--- src/rtl/tc_2_sd_if.sv ---
// Stream bundle for tc_2_sd: two's-complement words in, sign-magnitude words out.
// The master side is the producer/consumer around the block; the slave side is tc_2_sd itself.
interface tc_2_sd_if #(
  parameter int bits = 32
);
  logic            in_valid;
  logic            in_ready;
  logic [bits-1:0] in_data;
  logic            out_valid;
  logic            out_ready;
  logic [bits-1:0] out_data;
  logic            out_ovf;

  modport master (
    output in_valid, in_data, out_ready,
    input  in_ready, out_valid, out_data, out_ovf
  );

  modport slave (
    input  in_valid, in_data, out_ready,
    output in_ready, out_valid, out_data, out_ovf
  );
endinterface

--- src/rtl/tc_2_sd.sv ---
// Two's-complement to sign-magnitude converter, 2-stage valid/ready pipeline.
// Stage 1 conditionally inverts the low bits; stage 2 adds the sign back in as the +1.
module tc_2_sd #(
  parameter int bits  = 32,
  parameter int CNT_W = 16
) (
  input  logic             clk,
  input  logic             rst,
  tc_2_sd_if.slave         bus,
  output logic [CNT_W-1:0] ovf_cnt
);
  localparam logic [bits-1:0] MIN_NEG = {1'b1, {(bits-1){1'b0}}};

  logic            r_s1_valid;
  logic            r_s1_sign;
  logic            r_s1_ovf;
  logic [bits-2:0] r_s1_low;
  logic            r_s2_valid;
  logic [bits-1:0] r_out_data;
  logic            r_out_ovf;
  logic [CNT_W-1:0] r_ovf_cnt;

  logic w_s2_adv;
  logic w_in_ready;
  logic w_in_fire;
  logic w_out_fire;

  always_comb begin
    w_s2_adv   = r_s1_valid & (~r_s2_valid | bus.out_ready);
    w_in_ready = ~r_s1_valid | w_s2_adv;
    w_in_fire  = bus.in_valid & w_in_ready;
    w_out_fire = r_s2_valid & bus.out_ready;
  end

  always_ff @(posedge clk) begin
    if (rst) begin
      r_s1_valid <= 1'b0;
      r_s1_sign  <= 1'b0;
      r_s1_ovf   <= 1'b0;
      r_s1_low   <= '0;
      r_s2_valid <= 1'b0;
      r_out_data <= '0;
      r_out_ovf  <= 1'b0;
      r_ovf_cnt  <= '0;
    end else begin
      if (w_in_fire) begin
        r_s1_sign <= bus.in_data[bits-1];
        r_s1_low  <= bus.in_data[bits-1] ? ~bus.in_data[bits-2:0] : bus.in_data[bits-2:0];
        r_s1_ovf  <= (bus.in_data == MIN_NEG);
      end
      r_s1_valid <= w_in_fire | (r_s1_valid & ~w_s2_adv);

      // Carry out of the magnitude add is dropped: -2^(bits-1) wraps to "-0".
      if (w_s2_adv) begin
        r_out_data <= {r_s1_sign, r_s1_low + (bits-1)'(r_s1_sign)};
        r_out_ovf  <= r_s1_ovf;
      end
      r_s2_valid <= w_s2_adv | (r_s2_valid & ~bus.out_ready);

      if (w_out_fire && r_out_ovf && (r_ovf_cnt != '1))
        r_ovf_cnt <= r_ovf_cnt + CNT_W'(1);
    end
  end

  assign bus.in_ready  = w_in_ready;
  assign bus.out_valid = r_s2_valid;
  assign bus.out_data  = r_out_data;
  assign bus.out_ovf   = r_out_ovf;
  assign ovf_cnt       = r_ovf_cnt;
endmodule

--- src/flat_wrapper.sv ---
// flat-port wrapper written by rule: the top's interface ports become plain ports
module tc_2_sd_flat 
#(
  parameter int bits  = 32,
  parameter int CNT_W = 16
)
  (clk, rst, ovf_cnt, bus_in_valid, bus_in_data, bus_out_ready, bus_in_ready, bus_out_valid, bus_out_data, bus_out_ovf);
  tc_2_sd_if #(.bits(bits)) bus_i ();
  input  logic clk;
  input  logic rst;
  output logic [CNT_W-1:0] ovf_cnt;
  input wire logic [$bits(bus_i.in_valid)-1:0] bus_in_valid;
  input wire logic [$bits(bus_i.in_data)-1:0] bus_in_data;
  input wire logic [$bits(bus_i.out_ready)-1:0] bus_out_ready;
  output wire logic [$bits(bus_i.in_ready)-1:0] bus_in_ready;
  output wire logic [$bits(bus_i.out_valid)-1:0] bus_out_valid;
  output wire logic [$bits(bus_i.out_data)-1:0] bus_out_data;
  output wire logic [$bits(bus_i.out_ovf)-1:0] bus_out_ovf;
  assign bus_i.in_valid = bus_in_valid;
  assign bus_i.in_data = bus_in_data;
  assign bus_i.out_ready = bus_out_ready;
  assign bus_in_ready = bus_i.in_ready;
  assign bus_out_valid = bus_i.out_valid;
  assign bus_out_data = bus_i.out_data;
  assign bus_out_ovf = bus_i.out_ovf;
  tc_2_sd #(.bits(bits), .CNT_W(CNT_W)) u_core (.clk(clk), .rst(rst), .bus(bus_i), .ovf_cnt(ovf_cnt));
endmodule
--- config.mk ---
export PLATFORM = sky130hd
export DESIGN_NAME = tc_2_sd_flat
export DESIGN_NICKNAME = d
export VERILOG_FILES = /design/src/rtl/tc_2_sd_if.sv /design/src/rtl/tc_2_sd.sv /design/src/flat_wrapper.sv
export SDC_FILE = /design/constraint.sdc
export NUM_CORES = 1
export LEC_CHECK = 0
export ABC_AREA = 1
export BUFFER_PORTS_ARGS = -buffer_cell sky130_fd_sc_hd__buf_2
export CORE_UTILIZATION = 30
export CTS_BUF_LIST = sky130_fd_sc_hd__clkbuf_8
export CTS_CLUSTER_SIZE = 10
export DETAILED_ROUTE_END_ITERATION = 16
export RECOVER_POWER = 100
export REMOVE_ABC_BUFFERS = 1
export SETUP_SLACK_MARGIN = 0.3
export SYNTH_ARGS = -nofsm -noshare
export SYNTH_HDL_FRONTEND = slang
export SYNTH_SLANG_ARGS = --single-unit
--- constraint.sdc ---
create_clock -name clk -period 2.2 [get_ports clk]
set_clock_uncertainty 0.15 [all_clocks]
set_input_delay 0 -clock clk [delete_from_list [all_inputs] [get_ports clk]]
set_output_delay 0 -clock clk [all_outputs]
set_load 0.01 [all_outputs]
==> metrics.txt <==
Rel. slew slack=0.657; Die Ht=roughly 130 um; initial antenna violation count=0; # IOs=87; total of max-cap violations=0; GPL Wtd Cong=between 0.8 and 0.9; via count=about 4600; WP data required=about 2.3 ns; Placed Area=roughly 5300 um2; worst-case reg-to-reg path depth=9; Leak=approximately 0.0024 uW; maximum vdd drop=0.253 mV; Sum Neg Setup Slack=0 ns; number of synthesized flops with an enable pin=0; sequential fraction of the synthesis area=0.361; RSZ-0062 raised after global routing=false; fin nets=roughly 850; Max Fclk=roughly 0.55 GHz; worst hold-check path type=primary input to flip-flop; worst slew pin tran=0.514 ns; Cell variety after synth=28; CORE AREA=between 15000 and 20000 um2; Die Width=around 130 um; final hold slack=0.235 ns; fin crit period=approximately 1.8 ns; reg2reg setup slack=between 0.3 and 0.4 ns; Cell Rows=45; Crit Path Category=flip-flop to flip-flop; Most used DFF post-synth=dfxtp_1; die area=around 16000 um2; Residual DRC=0; Initial Util=0.307; FF-to-FF Start=u_core.r_s1_low[0]; number of global-route vias before repair=between 4000 and 5000; reg2reg end=u_core.bus.out_data[18]; clock buffer depth=2; drt wl/cell=around 13 um; Max FO, Critical Path=5; I/O Buffers=between 80 and 90; largest net degree at the start of global routing=50; Max Slew Vio Count=0; TritonCTS clock tree=done; remaining global-route overflow=0; n_diodes=0; Mapped Area=4660 um2; Worst path max stage delay=0.34 ns; Critical Path Sink=u_core.bus.out_data[18]; CP max stage cell=dfxtp_1; global-route wire length before repair=21300 um; Iter 0 DRT Violations=roughly 210; Syn. warnings=0; final core occ=0.379; Design Area, Final=between 5000 and 6000 um2; Post-Route WL=between 10000 and 15000 um; Seq cells post-synth=84; endpoints failing hold=0; status=finished, final reports clean; CP startpoint kind=flip-flop; Routed Antenna Nets=0; most common library cell in the layout ignoring fill and taps=nand2_1; worst path cell trace=ha_1, ha_1, nand2_1, nor2_4, nand3b_1, o21ai_0, nand3_1, nand2_1, inv_1; clock sink total=84; Root Buffer=clkbuf_8; total CTS buffers=9; most frequent cells in the layout=nand2_1 (146), nor2_1 (138), dfxtp_1 (83); Power Density=575 nW/um2; crit path from=u_core.r_s1_low[0]; dpl hpwl=between 9000 and 10000 um; Critical Path AT=between 1.5 and 2 ns; H-tree levels=3; Synth async-reset ratio=0; Final setup viols=0; Post-Syn Instances=between 600 and 700; Mean Syn Cell Area=between 6 and 7 um2; Pre-antenna DRT Iters=4; Total Routing Usage GR=0.167; Syn-to-layout area delta=23.6%; fraction of layout cells with a size suffix above 1=0.101; Critical Path End Type=flip-flop; crit share post-route=0.831; clk_lat worst skew=~0.37 ns; Reg clk slew, reported paths=0.09 ns; worst hold path startpoint=bus_in_data[30]; vias per cell=around 4.6
## final cells by class
class                      instances  area (um2)
sequential                        84        1680
multi-input combinational        517        2570
inverter                          72         270
fill                            1711        9440
timing repair buffer             130         817
clock inverter                     5        46.3
clock buffer                      10         138
tap                              188         235
## worst min-delay path by stage
stage               depth (start not counted)                 to
floorplan                                   1  u_core.ovf_cnt[2]
global placement                            3  u_core.r_s1_valid
detailed placement                          3  u_core.r_s1_valid
CTS                                         7    u_core.r_s1_ovf
global route                                7    u_core.r_s1_ovf
finish                                      7    u_core.r_s1_ovf
## flip-flops by register name (all words and copies together) (netlist names)
register and count:
u_core.r_s1_low 31, u_core.r_s1_sign 1, u_core.r_s1_valid 1, u_core.bus.out_data 32, u_core.ovf_cnt 16, u_core.bus.out_valid 1, u_core.r_s1_ovf 1, u_core.bus.out_ovf 1
## logic make-up after synthesis
group           Yosys count  share of synthesized area
simple gates            361                      0.334
compound gates          107                      0.124
buf+inv                  97                     0.0854
flops                    84                      0.361
xor+xnor                 45                     0.0846
fa+ha+maj                 4                     0.0107
## per-stage QoR
stage	instances	setup slack, ns	power, uW
after floorplan	673	-0.0339	1990
after global placement	953	0.431	2210
after detailed placement	953	0.382	2210
after CTS	1005	0.376	3360
after global routing	1006	0.171	3490
final	1006	0.372	3310
## timing repair
| action | 4_1_cts | 5_1_grt |
|---|---|---|
| setup buffers | 0 | 1 |
| hold buffers | 37 | 0 |
| hold endpoints to repair | 44 | 0 |
| gates resized for setup | 0 | 11 |
| endpoints found under the setup margin | 0 | 14 |
## worst max-delay path, delay by kind of cell, from the launching register on
| kind | cells | cell delay [ns] |
|---|---|---|
| AOI/OAI and AO/OA | 1 | 0.19 |
| adders and majority gates | 2 | 0.35 |
| buffers and inverters | 1 | 0.04 |
| DFF | 1 | 0.34 |
| and+or+nand+nor | 5 | 0.68 |
## where the power goes
part / leakage (uW) / internal [uW] / switching [uW]
Combinational: 0.00156 / 218 / 302
Sequential: 0.000692 / 1620 / 74.8
Clock: 0.000106 / 537 / 564
Total: 0.00236 / 2370 / 941
## synthesized netlist by cell type, types with 7 or more instances
library cell | instances | share of area
o21ai_0 | 51 | 0.055
clkbuf_1 | 13 | 0.010
xnor2_1 | 12 | 0.023
inv_1 | 70 | 0.056
nand4_1 | 7 | 0.0094
nand3_1 | 43 | 0.046
a21oi_1 | 45 | 0.048
xor2_1 | 33 | 0.062
buf_2 | 9 | 0.0097
nand2_1 | 146 | 0.12
nor2_1 | 137 | 0.11
dfxtp_1 | 84 | 0.36
## layer usage
layer  share of wire  track usage
met2            0.45        0.264
met5               0            0
met3           0.050       0.0405
met1            0.49        0.229
met4          0.0091       0.0397
(Power assumes the default switching activity.)
